===== src/rtl/operand_fetch.sv =====
// ============================================================================
// Module      : operand_fetch
// Description : RV32I operand-fetch stage. Decodes an instruction, reads the
//               register file, and presents operands through a one-entry
//               output register with writeback bypass.
// Revision    : 1.0 - initial release
// ============================================================================
`default_nettype none

module operand_fetch (
    input  logic        clock,
    input  logic        reset,
    input  logic        instr_valid,
    input  logic [31:0] instr,
    output logic        instr_ready,
    output logic [4:0]  rs1,
    output logic [4:0]  rs2,
    input  logic [31:0] register_data_1,
    input  logic [31:0] register_data_2,
    input  logic        wb_valid,
    input  logic [4:0]  wb_rd,
    input  logic [31:0] wb_data,
    output logic        write_enable,
    output logic [4:0]  register_write_select,
    output logic [31:0] register_data_write,
    output logic        op_valid,
    input  logic        op_ready,
    output logic [31:0] op_a,
    output logic [31:0] op_b,
    output logic [31:0] op_imm,
    output logic [4:0]  op_rd,
    output logic [6:0]  op_opcode,
    output logic [2:0]  op_funct3,
    output logic        op_funct7b5,
    output logic        op_illegal
);

    localparam logic [6:0] C_OPC_LUI    = 7'b0110111;
    localparam logic [6:0] C_OPC_AUIPC  = 7'b0010111;
    localparam logic [6:0] C_OPC_JAL    = 7'b1101111;
    localparam logic [6:0] C_OPC_JALR   = 7'b1100111;
    localparam logic [6:0] C_OPC_BRANCH = 7'b1100011;
    localparam logic [6:0] C_OPC_LOAD   = 7'b0000011;
    localparam logic [6:0] C_OPC_STORE  = 7'b0100011;
    localparam logic [6:0] C_OPC_OPIMM  = 7'b0010011;
    localparam logic [6:0] C_OPC_OP     = 7'b0110011;

    logic        w_use_rs1;
    logic        w_use_rs2;
    logic        w_has_rd;
    logic        w_illegal;
    logic [31:0] w_imm;
    logic [31:0] w_imm_i;
    logic [31:0] w_imm_s;
    logic [31:0] w_imm_b;
    logic [31:0] w_imm_u;
    logic [31:0] w_imm_j;
    logic [31:0] w_src1;
    logic [31:0] w_src2;
    logic        w_accept;

    logic        r_op_valid;
    logic [31:0] r_op_a;
    logic [31:0] r_op_b;
    logic [31:0] r_op_imm;
    logic [4:0]  r_op_rd;
    logic [6:0]  r_op_opcode;
    logic [2:0]  r_op_funct3;
    logic        r_op_funct7b5;
    logic        r_op_illegal;
    logic [4:0]  r_src1_idx;
    logic [4:0]  r_src2_idx;

    assign rs1 = instr[19:15];
    assign rs2 = instr[24:20];

    assign write_enable          = wb_valid && (wb_rd != 5'd0);
    assign register_write_select = wb_rd;
    assign register_data_write   = wb_data;

    assign instr_ready = !r_op_valid || op_ready;
    assign w_accept    = instr_valid && instr_ready;

    assign w_imm_i = {{21{instr[31]}}, instr[30:20]};
    assign w_imm_s = {{21{instr[31]}}, instr[30:25], instr[11:7]};
    assign w_imm_b = {{20{instr[31]}}, instr[7], instr[30:25], instr[11:8], 1'b0};
    assign w_imm_u = {instr[31:12], 12'h000};
    assign w_imm_j = {{12{instr[31]}}, instr[19:12], instr[20], instr[30:21], 1'b0};

    always_comb begin
        w_use_rs1 = 1'b0;
        w_use_rs2 = 1'b0;
        w_has_rd  = 1'b0;
        w_illegal = 1'b0;
        w_imm     = 32'h0;
        case (instr[6:0])
            C_OPC_LUI, C_OPC_AUIPC: begin
                w_has_rd = 1'b1;
                w_imm    = w_imm_u;
            end
            C_OPC_JAL: begin
                w_has_rd = 1'b1;
                w_imm    = w_imm_j;
            end
            C_OPC_JALR, C_OPC_LOAD, C_OPC_OPIMM: begin
                w_use_rs1 = 1'b1;
                w_has_rd  = 1'b1;
                w_imm     = w_imm_i;
            end
            C_OPC_BRANCH: begin
                w_use_rs1 = 1'b1;
                w_use_rs2 = 1'b1;
                w_imm     = w_imm_b;
            end
            C_OPC_STORE: begin
                w_use_rs1 = 1'b1;
                w_use_rs2 = 1'b1;
                w_imm     = w_imm_s;
            end
            C_OPC_OP: begin
                w_use_rs1 = 1'b1;
                w_use_rs2 = 1'b1;
                w_has_rd  = 1'b1;
            end
            default: w_illegal = 1'b1;
        endcase
    end

    // x0 and unused sources read as zero; a same-cycle writeback wins over the register file.
    always_comb begin
        w_src1 = 32'h0;
        w_src2 = 32'h0;
        if (w_use_rs1 && (rs1 != 5'd0)) begin
            w_src1 = (write_enable && (wb_rd == rs1)) ? wb_data : register_data_1;
        end
        if (w_use_rs2 && (rs2 != 5'd0)) begin
            w_src2 = (write_enable && (wb_rd == rs2)) ? wb_data : register_data_2;
        end
    end

    // Unused sources store index 0, which write_enable can never match.
    always_ff @(posedge clock) begin
        if (reset) begin
            r_op_valid    <= 1'b0;
            r_op_a        <= 32'h0;
            r_op_b        <= 32'h0;
            r_op_imm      <= 32'h0;
            r_op_rd       <= 5'd0;
            r_op_opcode   <= 7'd0;
            r_op_funct3   <= 3'd0;
            r_op_funct7b5 <= 1'b0;
            r_op_illegal  <= 1'b0;
            r_src1_idx    <= 5'd0;
            r_src2_idx    <= 5'd0;
        end else if (w_accept) begin
            r_op_valid    <= 1'b1;
            r_op_a        <= w_src1;
            r_op_b        <= w_src2;
            r_op_imm      <= w_imm;
            r_op_rd       <= w_has_rd ? instr[11:7] : 5'd0;
            r_op_opcode   <= instr[6:0];
            r_op_funct3   <= instr[14:12];
            r_op_funct7b5 <= instr[30];
            r_op_illegal  <= w_illegal;
            r_src1_idx    <= w_use_rs1 ? rs1 : 5'd0;
            r_src2_idx    <= w_use_rs2 ? rs2 : 5'd0;
        end else if (r_op_valid && op_ready) begin
            r_op_valid <= 1'b0;
        end else if (r_op_valid) begin
            if (write_enable && (wb_rd == r_src1_idx)) begin
                r_op_a <= wb_data;
            end
            if (write_enable && (wb_rd == r_src2_idx)) begin
                r_op_b <= wb_data;
            end
        end
    end

    assign op_valid    = r_op_valid;
    assign op_a        = r_op_a;
    assign op_b        = r_op_b;
    assign op_imm      = r_op_imm;
    assign op_rd       = r_op_rd;
    assign op_opcode   = r_op_opcode;
    assign op_funct3   = r_op_funct3;
    assign op_funct7b5 = r_op_funct7b5;
    assign op_illegal  = r_op_illegal;

endmodule

`default_nettype wire


===== config.mk =====
export PLATFORM = sky130hd
export DESIGN_NAME = operand_fetch
export DESIGN_NICKNAME = d
export VERILOG_FILES = /design/src/rtl/operand_fetch.sv
export SDC_FILE = /design/constraint.sdc
export NUM_CORES = 1
export LEC_CHECK = 0
export CAP_MARGIN = 20
export CORE_UTILIZATION = 43
export CTS_CLUSTER_SIZE = 10
export DETAILED_ROUTE_END_ITERATION = 8
export PLACE_DENSITY = 0.82
export SLEW_MARGIN = 10
export SYNTH_ARGS = -nofsm -noshare
export SYNTH_HDL_FRONTEND = slang
export SYNTH_SLANG_ARGS = --single-unit

===== constraint.sdc =====
create_clock -name clock -period 2.9 [get_ports clock]
set_input_delay 0.58 -clock clock [delete_from_list [all_inputs] [get_ports clock]]
set_output_delay 0.58 -clock clock [all_outputs]
set_load 0.005 [all_outputs]

After elaboration in Yosys (flattened, before gate mapping). Index checks and enable logic that the tools add are counted.

Flip-flop bits (word level): 124. Output and inout bits: 163. Input bits: 138. Logic and storage cells: 73.

Eq/ne operators: 14. Reduce and logical (&&, ||, !) cells: 26. Muxes and demuxes: 22.

Operator list (count): 32-bit 2-to-1 mux (12); 32-bit one-hot mux with 5 select lines (1); 7-bit by 6-bit equality test with 1-bit output (second input constant) (3); 7-bit equality test (second input constant) (3); 5-bit equality test (4); 5-bit 2-to-1 mux (3); 5-bit nonzero test (3); 7-bit by 5-bit equality test with 1-bit output (second input constant) (2); 1-bit logical AND (9); 9-bit OR reduction (1); 2-bit nonzero test (4); 7-bit by 2-bit equality test with 1-bit output (second input constant) (1); 7-bit OR reduction (1); 1-bit 2-to-1 mux (6); 3-bit AND reduction (2); 3-bit OR reduction (2); 6-bit OR reduction (1); 2-bit inequality test (second input constant) (1); 2-bit OR reduction (1); 1-bit logical NOT (1); 1-bit logical OR (1).

Depth between registers and ports, before layout. Gate-level depths: netlist of the first run.

Depth in word-level cells: 7. Depth in mapped cells: 9. Gate-level depth less buffers: 6.

Least setup slack after synthesis of the first run. No wires, ideal clock.

Path type: input port to flip-flop. Start point: input wb_rd[1]. End point: register r_op_a[20], in the netlist op_a[20]. Stages on the path: 7. Slack: 443 ps. Data required time: 2812 ps. Library setup time: 88 ps. Buffers on the path: 2. Data arrival time: 2369 ps. Cell sequence: buf_4 or4_4 o21ai_4 nor4_2 buf_6 or4_1 a311oi_2.

Cells in the longest elaborated chain, start to end: 6.

RTL lines: from (decl) (RTL line 21) `input logic [4:0] wb_rd,`; 5-bit nonzero test (RTL line 77) `assign write_enable = wb_valid && (wb_rd != 5'd0);`; 1-bit logical AND (RTL line 77); 1-bit logical AND (RTL line 134) `w_src1 = (write_enable && (wb_rd == rs1)) ? wb_data : register_data_1;`; 32-bit 2-to-1 mux (RTL line 134); 32-bit 2-to-1 mux (RTL line 133) `if (w_use_rs1 && (rs1 != 5'd0)) begin`; 32-bit 2-to-1 mux (RTL line 155) `end else if (w_accept) begin`; to (signal assigned) (RTL line 157) `r_op_a <= w_src1;`; to (signal assigned) (RTL line 171) `r_op_a <= wb_data;`; to (decl) (RTL line 63) `logic [31:0] r_op_a;`.

Several ways; a longest one is shown, not always the timed one. A chain may end at the register's enable or synchronous reset.

Final worst setup path of the first run.
Start point: input wb_rd[1]. End point: output write_enable.

Cells in the longest elaborated chain, start to end: 2.

RTL lines: 5-bit nonzero test (RTL line 77); 1-bit logical AND (RTL line 77); to (decl) (RTL line 23) `output logic write_enable,`.

Every way passes these cells.

==> flow_summary.ini, run 1 <==
[timing]
finalSetupViolations = 0
clock_skew_ps = 6.94
min_period_ps = 2860
finalCritPeriodShare_pct = 98.5
hold_viol_final = 0
slew_viol_final = 0
finalSetupTns_ps = 0
timing.hold.ws_ps = 449
max_slew_margin_pct = 30.4
rsz0062_at_grt = no
worst_pin_slew_ps = 1040
setup_ws_ps = 43.8
fmax_mhz = 350

[power_and_ir_drop]
vdd_drop_max_mv = 0.415
power_density_nw_per_um2 = 455
seq_power_share_pct = 37.4
power_frac_clock_pct = 43.9
internal_power_mw = 3.60
power.switching_mw = 1.25
p_sw_share_pct = 25.7
pwr-share-comb_pct = 18.7
leakage_nw = 3.68

[placement]
hpwl_um = 18200
dp.cells = 1294
preCtsSetupSlack_ps = -155
place_congestion = 0.926
portBuffers = 300

[route]
drt_iter0_drc = 588
wire_per_inst_um = 19.6
drt_first_pass_iters = 5
postRouteAntennaNets = 0
dr_total_vias = 7702
drc = 0
vias_per_cell = 5.80
wl_um = 26000

[synthesis]
synth_seq_cells = 124
syn_area_um2 = 6860
yosys_warnings = 0
synth_enable_flop_cells = 0
syn_nets = 990
seq_area_frac_synth_pct = 36.2
yosysTopAreaCell = dfxtp_1
postSynthCellCount = 852
yosysUniqueCellTypes = 43
synth-async-reset-ratio_pct = 0
yosysTopAreaCellShare_pct = 36.2
synth.area.top_cells = dfxtp_1 36%, or4_1 7.1%, nand2_1 6.7%, o21ai_0 6.4%, buf_4 5.5%
syn_area_per_cell_um2 = 8.05
ys.flop_type = dfxtp_1

[cts]
clk_pin_slew_ps = 60
clk_latency_ps = 430
cts.sinks = 124
ctsHoldBuffers = 0
ctsLongestPathBuffers = 2
tritoncts = yes
clockRootBuffer = clkbuf_16
htreeDepth = 4
cts_buffers = 17

[final_layout]
area_growth_pct = 55.5
instances_no_fill = 1329
fin_util_pct = 69.4
drive_above_1_share_pct = 11.4
final_nets = 1241

[worst_setup_path]
cp_data_required_time_ps = 2320
worstSetupPathType = in -> out
arrival_ps = 2280
r2r-end = op_b[14]
r2r_cells = 7
start_kind = primary input
rrSetupSlack_ps = 810
cp_max_fo = 2
timing.rr.start = op_valid
worstSetupEndpointType = primary output

[global_routing]
globalRouteOverflowTotal = 0
grt_pass1_vias = 7338
antenna_found_initial = 1
grt_pass1_wl_um = 39700
grt.total_usage_pct = 31.2
grt_max_degree = 65

[floorplan]
core_um2 = 15400
rows = 45
io_pins = 301
initial_core_util_pct = 44.6
die_area_um2 = 16500
die_y_um = 128
die_w_um = 128

[job]
drv_cap = 0

[worst_hold_path]
holdCritPathClass = reg -> reg
worstHoldEndpoint = op_imm[18]
min_from = op_imm[18]
hold_path_depth = 2

[status]
status = finished, final reports clean
==> area by class of cell <==
type,instances,area (µm²)
well taps,211,264
repair buffers,362,3600
clock buffers,22,474
multi-input cells,584,3660
diodes,2,5.00
flip-flops and latches,124,2480
inverters,14,52.6
fillers,1242,4710
clock inverters,10,114
==> power by group through the flow <==
stage	logic [mW]	clock network [mW]	registers, mW
after floorplan	0.342	0	1.85
after global placement	0.879	0	1.85
after detailed placement	0.891	0	1.85
after CTS	0.900	2.16	1.81
after global routing	0.967	2.21	1.82
final	0.904	2.13	1.81
==> synthesized netlist by cell type, drive strengths merged (3+ instances only) <==
library cell / number
o221ai: 32
o21ai: 89
a31oi: 3
nand2: 123
a21oi: 44
a311oi: 32
nand3: 7
dfxtp: 124
a21boi: 9
xor2: 6
nor2b: 3
inv: 14
or4: 67
a22oi: 24
mux2i: 33
nor4: 3
and2: 3
nand4: 3
buf: 60
nor2: 73
xnor2: 13
clkbuf: 70
and3: 5
==> cell families (layout without fill, tap and decap cells) <==
kind of cell,after synthesis,count (layout),share of synthesized area [%]
buffers and inverters,144,408,11.1
AOI/OAI and AO/OA,237,237,24.1
xor gates and xnor gates,19,19,2.43
muxes,33,33,4.82
and+or+nand+nor,295,295,21.4
other,0,2,0
DFF,124,124,36.2
==> state kept, by name (all words and copies together) (netlist names) <==
name and flops:
op_imm 32, op_illegal 1, op_valid 1, r_src2_idx 5, op_funct3 3, op_funct7b5 1, r_src1_idx 5, op_b 32
op_a 32, op_rd 5, op_opcode 7
==> worst max path at each step <==
stage	start	endpoint	slack, ps
floorplan	wb_rd[1]	op_a[20]	440
global placement	wb_rd[0]	op_a[20]	-50
detailed placement	wb_rd[0]	op_a[20]	-160
CTS	wb_rd[2]	write_enable	40
global route	wb_rd[1]	write_enable	7
finish	wb_rd[1]	write_enable	40
==> worst max-delay path, stage by stage <==
cell	delay, ps
clkdlybuf4s50_1	450
or4_4	560
o21ai_4	170
inv_1	60
clkdlybuf4s50_1	460
==> placed cells by master, fill, tap and decap left out, drive strengths merged, types with 2 or more instances in the layout <==
cell             n
clkdlybuf4s50  297
dfxtp          124
nand2          123
o21ai           89
nor2            73
or4             67
buf             63
a21oi           44
mux2i           33
o221ai          32
a311oi          32
a22oi           24
clkbuf          22
inv             15
xnor2           13
a21boi           9
nand3            7
xor2             6
and3             5
clkinvlp         4
nor2b            3
nand4            3
a31oi            3
clkinv           3
nor4             3
and2             3
diode            2
bufinv           2
==> routing by layer <==
metal | GRT usage (%) | up-vias | part of all wire [%]
met2 | 52.9 | 438 | 48
li1 | - | 3571 | -
met1 | 35.4 | 3611 | 38
met4 | 14.9 | 0 | 3.8
met5 | 0 | - | 0
met3 | 10.0 | 82 | 10
==> through the flow <==
step                      power [mW]  cell area [µm²]
after detailed placement        2.74            10100
final                           4.85            10700
after global routing            5.00            10700
after floorplan                 2.19             6860
after global placement          2.72            10100
after CTS                       4.87            10700
==> what timing repair did <==
item / 4_1_cts / 5_1_grt
pin swaps: 1 / 0
buffers inserted: 1 / 0
gates resized for setup: 1 / 1
setup endpoints to repair: 1 / 1
Note: power is estimated with default switching activity, not from simulation.
==> run 2, diff against run 1 <==
Settings changed: CAP_MARGIN 20 to default.
==> results of run 2 <==
Final layout, timing and power as in run 1 (identical DEF).
==> run 3, diff against run 2 <==
Settings changed: CORE_UTILIZATION 43 to 46, PLACE_DENSITY 0.82 to 0.87, RECOVER_POWER from default to 50.
Clock period 2.9 ns to 3.61 ns, I/O delays scaled along.
==> run 3 against run 2 <==
Against the previous run: the flow now finishes with violations (capacitance limit, slew limit); cell count down 5.0%; count of clock-buffer cells in the layout down 1; worst hold slack worse by 5.0 ps; combinational power down 27%; non-clock buffer count down 38; clock power down 15%; critical path type unchanged.
==> flow_summary.ini, run 3 (same netlist as run 1, synthesis figures left out) <==
[global_routing]
grt_pass1_wl_um = 36900
grt_max_degree = 65
grt_pass1_vias = 6833
globalRouteOverflowTotal = 0
grt.total_usage_pct = 31.3
antenna_found_initial = 0

[worst_setup_path]
cpMostUsedCell = clkdlybuf4s50_1
cp_data_required_time_ps = 2890
crit_chain = clkdlybuf4s50_1, or4_4, o21ai_4, inv_1, clkdlybuf4s50_1
worstSetupPathType = in -> out
arrival_ps = 2530
start_kind = primary input
cp_max_fo = 6
slowest_stage = or4_4
crit_family = buffers and inverters
critPathMaxStageDelay_ps = 560
worstSetupEndpointType = primary output
worst-path-buf-inv = 3

[placement]
portBuffers = 300
hpwl_um = 16700
postPlaceCellArea_um2 = 9640
preCtsSetupSlack_ps = 224
place_congestion = 0.876

[job]
drv_cap = 1

[final_layout]
antennaDiodeCount = 0
area_growth_pct = 49.5
layout_common_cells = 184 x clkdlybuf4s50_1, 124 x dfxtp_1, 122 x nand2_1
design_area_um2 = 10200
final_common_cell = clkdlybuf4s50_1
drive_above_1_share_pct = 7.88
final_nets = 1203

[timing]
slew_viol_final = 34
worst_pin_slew_ps = 2130
finalCritPeriodShare_pct = 90.0
clock_skew_ps = 8.40
finalSetupTns_ps = 0
finalSetupViolations = 0
fmax_mhz = 308
min_period_ps = 3250
setup_ws_ps = 360
max_slew_margin_pct = -41.7
rsz0062_at_grt = no
hold_viol_final = 0

[cts]
tritoncts = yes
clk_latency_ps = 420
cts_buffers = 17
postCtsSetupBuffers = 0
ctsLongestPathBuffers = 2
cts.sinks = 124
clk_pin_slew_ps = 50
ctsHoldBuffers = 0
clockRootBuffer = clkbuf_16
htreeDepth = 4
cts_resized = 0

[status]
violations = capacitance limit, slew limit
status = finished with violations

[floorplan]
io_pins = 301
die_area_um2 = 15400
initial_core_util_pct = 47.2
die_y_um = 124
die_w_um = 124
rows = 44
core_um2 = 14500

[worst_hold_path]
holdCritPathClass = reg -> reg

[route]
drt_iter0_drc = 598
postRouteAntennaNets = 0
wire_per_inst_um = 19.7
drc = 0
wl_um = 24800
drt_first_pass_iters = 5
vias_per_cell = 5.94
dr_total_vias = 7492

[power_and_ir_drop]
leakage_nw = 3.80
power_density_nw_per_um2 = 385
vdd_drop_max_mv = 0.349
==> run 3: report_power, final <==
group	internal (mW)	leakage, nW	total [mW]	switching [mW]
Combinational	0.348	2.48	0.663	0.315
Clock	1.19	0.311	1.82	0.636
Sequential	1.43	1.01	1.45	0.0274
Total	2.96	3.80	3.94	0.978
==> run 3: path summary, 6_finish.rpt <==
kind | start | cells after the start | slack, ps | endpoint
worst max-delay path | wb_rd[0] | 5 | 360 | write_enable
worst min-delay path | op_imm[19] | 2 | 440 | op_imm[19]
worst min register to register | op_imm[19] | 2 | 440 | op_imm[19]
worst max register to register | op_valid | 6 | 980 | r_src2_idx[4]
==> run 3: cell type report <==
class	instances	area, µm²
clock inverters	11	166
clock buffers	21	460
multi-input cells	584	3660
flip-flops and latches	124	2480
fillers	1113	4280
well taps	184	230
repair buffers	324	3190
inverters	14	52.6
==> run 3: layer usage <==
layer  part of all wire (%)  track usage [%]
met1                     38             35.7
met4                    2.6             12.1
met2                     49             53.1
met3                     11             11.3
met5                      0                0
==> run 3: worst min-delay path, stage by stage (launching register included) <==
cell and delay (ps):
dfxtp_1 300, nand2_1 50, a21oi_1 50
==> run 3: through the flow <==
step / std cells / utilization (%) / hold slack [ps] / total power [mW]
after global placement: 1230 / 66.3 / 437 / 2.15
final: 1262 / 70.5 / 444 / 3.94
after global routing: 1262 / 70.5 / 464 / 4.07
after detailed placement: 1230 / 66.3 / 442 / 2.16
after floorplan: 852 / - / 448 / 1.76
after CTS: 1262 / 70.6 / 450 / 3.97
